## config.mk

```make
export PLATFORM = sky130hd
export DESIGN_NAME = fifo_wr_arbiter
export DESIGN_NICKNAME = d
export VERILOG_FILES = /design/src/rtl/fifo_wr_arbiter.sv
export SDC_FILE = /design/constraint.sdc
export NUM_CORES = 1
export LEC_CHECK = 0
export CAP_MARGIN = 30
export CELL_PAD_IN_SITES_DETAIL_PLACEMENT = 1
export CELL_PAD_IN_SITES_GLOBAL_PLACEMENT = 1
export CORE_MARGIN = 10
export CORE_UTILIZATION = 20
export DETAILED_ROUTE_END_ITERATION = 12
export PLACE_DENSITY = 0.76
export SLEW_MARGIN = 20
export SYNTH_ARGS = -nofsm -noshare
export SYNTH_HDL_FRONTEND = slang
export SYNTH_SLANG_ARGS = --single-unit
export TNS_END_PERCENT = 100
```

## constraint.sdc

```tcl
create_clock -name wclk -period 1.69 [get_ports wclk]
set_input_delay 0.338 -clock wclk [delete_from_list [all_inputs] [get_ports wclk]]
set_output_delay 0.338 -clock wclk [all_outputs]
set_load 0.01 [all_outputs]
```

## src/rtl/fifo_wr_arbiter.sv

```systemverilog
// fifo_wr_arbiter
//   Round-robin, packet-atomic arbiter sharing the single write port of the
//   async FIFO among NREQ requesters in the wclk domain. Once a requester is
//   granted it owns the port until a beat marked last is written.
//   A bubble (IDLE) cycle always separates packets. wfull back-pressures the
//   granted requester combinationally, so winc is never raised into a full FIFO.
//
// Ports
//   wclk, wrst_n          write clock, async active-low reset
//   req_valid/last/data   per-requester beat; lane i data at [i*DATA +: DATA]
//   req_ready             per-requester beat accepted this cycle
//   wfull                 FIFO full (registered in wclk domain)
//   winc, wdata           FIFO write enable / data
//   grant                 registered one-hot owner, zero when idle
//   busy                  packet in progress
//   timeout_err           (ARB_TIMEOUT_EN only) one-cycle pulse when an idle
//                         owner loses the grant
//
// Build option
//   `define ARB_TIMEOUT_EN  adds an idle counter. A granted requester that
//   shows no valid for TIMEOUT cycles (wfull stalls excluded) is dropped.
//   Without it, an owner may hold the port forever.

// Per-lane slice: ready/transfer qualification and AND-masked data, so the
// top level can OR-reduce lane data into wdata (grant is one-hot or zero).
module fifo_wr_arbiter_lane #(
  parameter int DATA = 8
) (
  input  logic            gnt_i,
  input  logic            valid_i,
  input  logic            last_i,
  input  logic [DATA-1:0] data_i,
  input  logic            wfull_i,
  output logic            ready_o,
  output logic            xfer_o,
  output logic            eop_o,
  output logic [DATA-1:0] data_o
);
  assign ready_o = gnt_i & ~wfull_i;
  assign xfer_o  = ready_o & valid_i;
  assign eop_o   = xfer_o & last_i;
  // Holds the granted lane's data even when no beat moves.
  assign data_o  = gnt_i ? data_i : '0;
endmodule

module fifo_wr_arbiter #(
  parameter int NREQ    = 4,
  parameter int DATA    = 8,
  parameter int TIMEOUT = 15
) (
  input  logic                 wclk,
  input  logic                 wrst_n,
  input  logic [NREQ-1:0]      req_valid,
  input  logic [NREQ-1:0]      req_last,
  input  logic [NREQ*DATA-1:0] req_data,
  output logic [NREQ-1:0]      req_ready,
  input  logic                 wfull,
  output logic                 winc,
  output logic [DATA-1:0]      wdata,
  output logic [NREQ-1:0]      grant,
  output logic                 busy
`ifdef ARB_TIMEOUT_EN
  ,
  output logic                 timeout_err
`endif
);

  localparam int IDXW = $clog2(NREQ);

  // Reject configurations the round-robin scan and counter are not sized for.
  if (NREQ < 2 || NREQ > 8 || TIMEOUT < 1) begin : g_bad_param
    $error("fifo_wr_arbiter: NREQ must be 2..8 and TIMEOUT >= 1");
  end

  typedef enum logic {IDLE = 1'b0, GRANT = 1'b1} state_e;

  state_e                   state_q, state_d;
  logic [NREQ-1:0]          grant_q, grant_d;
  logic [IDXW-1:0]          rr_q, rr_d;

  logic [NREQ-1:0]          lane_ready, lane_xfer, lane_eop;
  logic [NREQ-1:0][DATA-1:0] lane_data;

  logic                     win_found;
  logic [IDXW-1:0]          win_idx;
  logic                     xfer, eop;

`ifdef ARB_TIMEOUT_EN
  localparam int CW = $clog2(TIMEOUT + 1);
  logic [CW-1:0]            cnt_q, cnt_d;
  logic                     tmo_q, tmo_d;
  logic                     g_valid;

  assign g_valid = |(req_valid & grant_q);
`endif

  // ---------------------------------------------------------------- lanes
  for (genvar i = 0; i < NREQ; i++) begin : g_lane
    fifo_wr_arbiter_lane #(.DATA(DATA)) u_lane (
      .gnt_i   (grant_q[i]),
      .valid_i (req_valid[i]),
      .last_i  (req_last[i]),
      .data_i  (req_data[i*DATA +: DATA]),
      .wfull_i (wfull),
      .ready_o (lane_ready[i]),
      .xfer_o  (lane_xfer[i]),
      .eop_o   (lane_eop[i]),
      .data_o  (lane_data[i])
    );
  end

  assign xfer = |lane_xfer;
  assign eop  = |lane_eop;

  // Round-robin scan: first valid requester after rr_q, wrapping modulo NREQ.
  // The last slot checked is rr_q itself, so the previous owner ranks lowest.
  always_comb begin
    logic [IDXW-1:0] j;
    win_found = 1'b0;
    win_idx   = '0;
    j         = '0;
    for (int k = 1; k <= NREQ; k++) begin
      j = IDXW'((int'(rr_q) + k) % NREQ);
      if (!win_found && req_valid[j]) begin
        win_found = 1'b1;
        win_idx   = j;
      end
    end
  end

  // ---------------------------------------------------------- state register
  always_ff @(posedge wclk or negedge wrst_n) begin
    if (!wrst_n) begin
      state_q <= IDLE;
      grant_q <= '0;
      rr_q    <= IDXW'(NREQ - 1);
`ifdef ARB_TIMEOUT_EN
      cnt_q   <= '0;
      tmo_q   <= 1'b0;
`endif
    end else begin
      state_q <= state_d;
      grant_q <= grant_d;
      rr_q    <= rr_d;
`ifdef ARB_TIMEOUT_EN
      cnt_q   <= cnt_d;
      tmo_q   <= tmo_d;
`endif
    end
  end

  // ------------------------------------------------------------- next state
  always_comb begin
    state_d = state_q;
    grant_d = grant_q;
    rr_d    = rr_q;
`ifdef ARB_TIMEOUT_EN
    cnt_d   = cnt_q;
    tmo_d   = 1'b0;
`endif
    unique case (state_q)
      IDLE: begin
        // No beat is taken here; the grant lands on this edge and data
        // starts flowing the cycle after.
        if (win_found) begin
          state_d          = GRANT;
          grant_d          = '0;
          grant_d[win_idx] = 1'b1;
          rr_d             = win_idx;
`ifdef ARB_TIMEOUT_EN
          cnt_d            = '0;
`endif
        end
      end
      GRANT: begin
        // Grant only moves at end-of-packet (or on timeout), never mid-packet.
        if (eop) begin
          state_d = IDLE;
          grant_d = '0;
        end
`ifdef ARB_TIMEOUT_EN
        else if (xfer) begin
          cnt_d = '0;
        end else if (!g_valid) begin
          // Owner idle: count toward the drop. A wfull stall with valid high
          // takes neither branch and leaves the count alone.
          if (cnt_q == CW'(TIMEOUT - 1)) begin
            state_d = IDLE;
            grant_d = '0;
            cnt_d   = '0;
            tmo_d   = 1'b1;
          end else begin
            cnt_d = cnt_q + 1'b1;
          end
        end
`endif
      end
      default: begin
        state_d = IDLE;
        grant_d = '0;
      end
    endcase
  end

  // ---------------------------------------------------------------- outputs
  always_comb begin
    busy      = (state_q == GRANT);
    // grant_q is zero in IDLE, so no lane can be ready there.
    req_ready = lane_ready;
    winc      = xfer;
    wdata     = '0;
    for (int i = 0; i < NREQ; i++) begin
      wdata = wdata | lane_data[i];
    end
  end

  assign grant = grant_q;

`ifdef ARB_TIMEOUT_EN
  assign timeout_err = tmo_q;
`endif

endmodule

```

After elaboration in Yosys (flattened, before gate mapping)
Cells that the tools add are included.

$add $sub $neg: 4. $lt $le $gt $ge: 6. Equal/unequal tests: 2. Muxes and demuxes: 28. Bitwise gates (word level): 17. Reductions and logical operators: 11.

Operators by type and width (number): $mux W8 (4); $or A8 B8 Y8 (3); $lt A2 B3 Y1 const B (5); $and A1 B1 Y1 (12); $mux W1 (11); $bmux W1 S2 (4); $mux W2 (4); $mux W4 (2); $pmux W4 S2 (1); $reduce_or A4 Y1 (2); $add A2 B1 Y2 const B (2); $add A2 B2 Y2 const B (2); $logic_and A1 B1 Y1 (4); $reduce_and A2 Y1 (2); $logic_not A1 Y1 (3); $demux W1 S2 (1); $ge A2 B1 Y1 const B (1); $ne A2 B1 Y1 const B (1); $ne A2 B2 Y1 const B (1); $not A1 Y1 (2); $pmux W1 S2 (1).

Bits in registers: 7. Input bits: 43. Output and inout port bits: 18. Word-level logic and storage cells: 71.

Logic depth before layout (Yosys ltp)
Word-level depth: 19. Depth in mapped cells: 5.

Hierarchy
Synthesis repeated with hierarchy kept, for this count alone.

Cells, all modules: 93. Area total of the unflattened synthesis: 858.3 µm².

Modules (own cells, without submodules): fifo_wr_arbiter (instances 1, cells an instance 45, area each 473.0 µm², sequential area each 177.7 µm²); fifo_wr_arbiter_lane (instances 4, cells an instance 12, area each 96.3 µm², sequential area each 0.0 µm²).

Worst setup path after synthesis
OpenSTA, ideal clock, no wires.

Path type: register -> output. Start point: register grant_q[1] (netlist: grant[1]). End point: output port winc. Arrival time: 1001 ps. Data required time: 1352 ps. Setup slack: 351 ps. Stages on the path, launching flop included: 5. Cell sequence: dfrtp_1 clkbuf_1 and2b_1 a22oi_1 nand2_1.

Longest elaborated chain between the ends: 3.

Ends and longest elaborated chain: start: declaration (line 78) `logic [NREQ-1:0] grant_q, grant_d;`; start signal: assignment (line 143) `grant_q <= grant_d;`; $and A1 B1 Y1 (line 39) `assign ready_o = gnt_i & ~wfull_i;`; net g_lane[1].u_lane.ready_o (line 34) `output logic ready_o,`; $and A1 B1 Y1 (line 40) `assign xfer_o = ready_o & valid_i;`; $reduce_or A4 Y1 (line 112) `assign xfer = |lane_xfer;`; end: declaration (line 58) `output logic winc,`.

The timed path passes the listed nets, and every way through them passes these cells.

Worst setup path after layout
Start point: register grant_q[2] (netlist: grant[2]). End point: output port req_ready[2].

Longest elaborated chain between the ends: 1.

Ends and longest elaborated chain: $and A1 B1 Y1 (line 39); end: declaration (line 56) `output logic [NREQ-1:0] req_ready,`.

No other way between the ends.

==> summary.md <==
| Metric | Value |
|---|---|
| Cell Rows | 21 |
| Worst-path clk slew | roughly 0.05 ns |
| WHS | 0.349 ns |
| Hold crit path type | in2async |
| Layout Nets | 200 |
| Cells after synthesis | 81 |
| Fmax | roughly 610 MHz |
| FFs w/ async S/R, synth | 100% |
| Grt total ovfl | 0 |
| Top cells by area, synth | a22oi_1 20%, dfrtp_1 18%, buf_4 9.9%, dfstp_2 7.7%, nand2_1 5.5% |
| Cell Chain, Critical Path | and2b_4, buf_4, dlygate4sd2_1 |
| Via count | 950 |
| DR top layer | met4 |
| #FFs+latches synth | 7 |
| Ys flop type | dfrtp_1 |
| Post-Syn Nets | between 100 and 150 |
| Final instance area | ~1500 µm² |
| First DRT Iteration DRCs | 39 |
| Post-layout util | 45.5% |
| Total wire length | ~3800 µm |
| Yosys top cell area share | between 10% and 20% |
| Drt first pass iters | 2 |
| Post-synthesis average cell area | 8.40 µm² |
| Inserted Diodes | 0 |
| Crit Path Class | reg2out |
| Static leakage | 0.680 nW |
| H-tree depth | 1 |
| Final setup viols | 0 |
| Crit path capture type | primary output |
| Final min period | around 1.6 ns |
| Max Cap Viol | 0 |
| Post-synth cell types | 28 |
| Clock Skew | between 0.003 and 0.004 ns |
| Count leader, synth | a22oi_1 |
| TNS Setup | 0 ns |
| Die Y | about 78 µm |
| Clk root buf | clkbuf_4 |
| Initial antenna violation count | 0 |
| Worst Path Required | 1.35 ns |
| Yosys warning total | 0 |
| Total Routing Usage GR | a little under an eighth |
| Rel. slew slack | 78.8% |
| Antenna viol nets, final | 0 |
| Layout cells sized above 1 | 37.2% |
| Die Area | around 6000 µm² |
| DP HPWL | 3080 µm |
| P&R area growth vs syn | 121% |
| CTS tree | done |
| Clk buf depth | 2 |
| Met3 WL | between 150 and 200 µm |
| Per-cell routed wire length | roughly 19 µm |
| Post-synth top cells | 18 x a22oi_1, 10 x nand2_1, 9 x buf_4 |
| Worst path slowest cell | dfrtp_2 |
| Cts bufs inserted | 3 |
| WL met1 | about 1400 µm |
| # DRC | 0 |
| Critical Path Fanout Max | 4 |
| Pwr dens | between 1000 and 1500 nW/µm² |
| Max incr delay on CP | 0.45 ns |
| Leading area contributor after synthesis | a22oi_1 |
| RSZ-0062 raised after global routing | false |
| CTS sink cnt | 7 |
| Initial Util | just over 20% |
| Met2 wire len | approximately 2200 µm |
| Cell Area, Synth | 681 µm² |
| Final period utilization | a little over nine tenths |
| Worst IR Drop VDD | 424 µV |
| GPL Wtd Cong | just under 0.8 |
| Worst skew pair latency | 0.25 ns |
| Die X-Extent | a little under 80 µm |
| Slew @ Worst Pin | between 0.3 and 0.4 ns |
| Status | finished clean |
| Buffers on Ports | 60 |
| Post-Place Cell Area | roughly 1400 µm² |
| EDFF count, synth | 0 |
| CP Launch Type | flop |
| Share of the yosys chip area belonging to registers | a little over a quarter |
| Endpoints failing hold | 0 |
| First-pass GRT wire length | 5750 µm |
| Via/cell ratio | 4.70 |
| Crit path DAT | ~1.3 ns |
| Final Max Tran Viols | 0 |
| Vias in the first global route | 1031 |
| I/O Pins | 61 |
| Core ar. | between 3000 and 4000 µm² |
| Largest net degree at the start of global routing | 10 |
-- flip-flops by register name, summed over array words and instances, names as in the netlist --
signal and count:
grant 4, rr_q 2, busy 1
-- metrics by stage --
step | total power [W] | setup slack [ns] | instances
after floorplan | 0.000879 | 0.351 | 81
after global placement | 0.00147 | -0.431 | 192
after detailed placement | 0.00150 | -0.524 | 192
after CTS | 0.00164 | -0.00934 | 199
after global routing | 0.00181 | 0.00778 | 202
final | 0.00168 | 0.0514 | 202
-- layer usage --
| layer | track usage, % | vias up |
|---|---|---|
| li1 | - | 454 |
| met1 | 12.1 | 469 |
| met2 | 22.5 | 21 |
| met3 | 2.73 | 6 |
| met4 | 2.69 | 0 |
| met5 | 0 | - |
-- area by class of cell --
class	instances	area, µm²
fillers	401	1810
well taps	46	57.6
multi-input cells	60	474
clock buffers	4	26.3
flip-flops and latches	7	180
inverters	2	7.51
repair buffers	83	759
-- kinds of logic (layout without fill, tap and decap cells) --
group / after synthesis / count (layout) / synth area share [%]
AOI/OAI and AO/OA: 33 / 33 / 37.9
and+or+nand+nor: 26 / 26 / 20.8
buffers and inverters: 14 / 89 / 13.8
DFF: 7 / 7 / 26.1
muxes: 1 / 1 / 1.47
-- layout by cell type (no fill, tap or decap), types with 2 or more instances in the layout --
cell type and instances:
buf_4 18, and4b_1 2, a22oi_2 7, buf_2 3
clkbuf_2 6, dfrtp_1 3, nor2_1 3, a31o_2 2
clkdlybuf4s50_1 42, buf_6 3, dfrtp_2 2, o2bb2ai_1 2
o21ai_0 2, dlygate4sd2_1 8, clkbuf_4 3, inv_1 2
a22oi_1 11, nand2_1 10, nand2b_1 2, dfstp_2 2
and2b_1 2, a32o_2 2
-- report_power, final --
group / internal, W / switching (W) / leakage, nW
Clock: 0.0000899 / 0.0000585 / 0.0150
Combinational: 0.000642 / 0.000541 / 0.584
Sequential: 0.000254 / 0.0000968 / 0.0814
-- critical path: cells and delay by family (launching register included) --
family        cells  cell delay, ns
simple gates      1            0.19
buf+inv           2            0.42
flops             1            0.45
-- what timing repair did --
| item | CTS | global route |
|---|---|---|
| hold buffers | 0 | 0 |
| resized for setup | 38 | 21 |
| endpoints found under the hold margin | 0 | 0 |
| setup endpoints to repair | 22 | 15 |
| pin swaps | 1 | 0 |
| gates cloned | 1 | 1 |
| setup buffers | 2 | 2 |
-- final timing paths --
| kind | from | endpoint | slack (ns) | cells past startpoint |
|---|---|---|---|---|
| setup / recovery | grant[2]$_DFFE_PN0P_ | req_ready[2] | 0.05 | 3 |
| hold / removal | wrst_n | grant[3]$_DFFE_PN0P_ | 0.35 | 1 |
| setup reg to reg | grant[2]$_DFFE_PN0P_ | grant[3]$_DFFE_PN0P_ | 0.13 | 5 |
| hold reg to reg | rr_q[0]$_DFFE_PN1P_ | rr_q[0]$_DFFE_PN1P_ | 0.53 | 2 |
| max in group asynchronous | wrst_n | rr_q[0]$_DFFE_PN1P_ | 1.05 | 1 |
| min in group wclk | rr_q[0]$_DFFE_PN1P_ | rr_q[0]$_DFFE_PN1P_ | 0.53 | 2 |
Note: power is estimated with default switching activity, not from simulation.
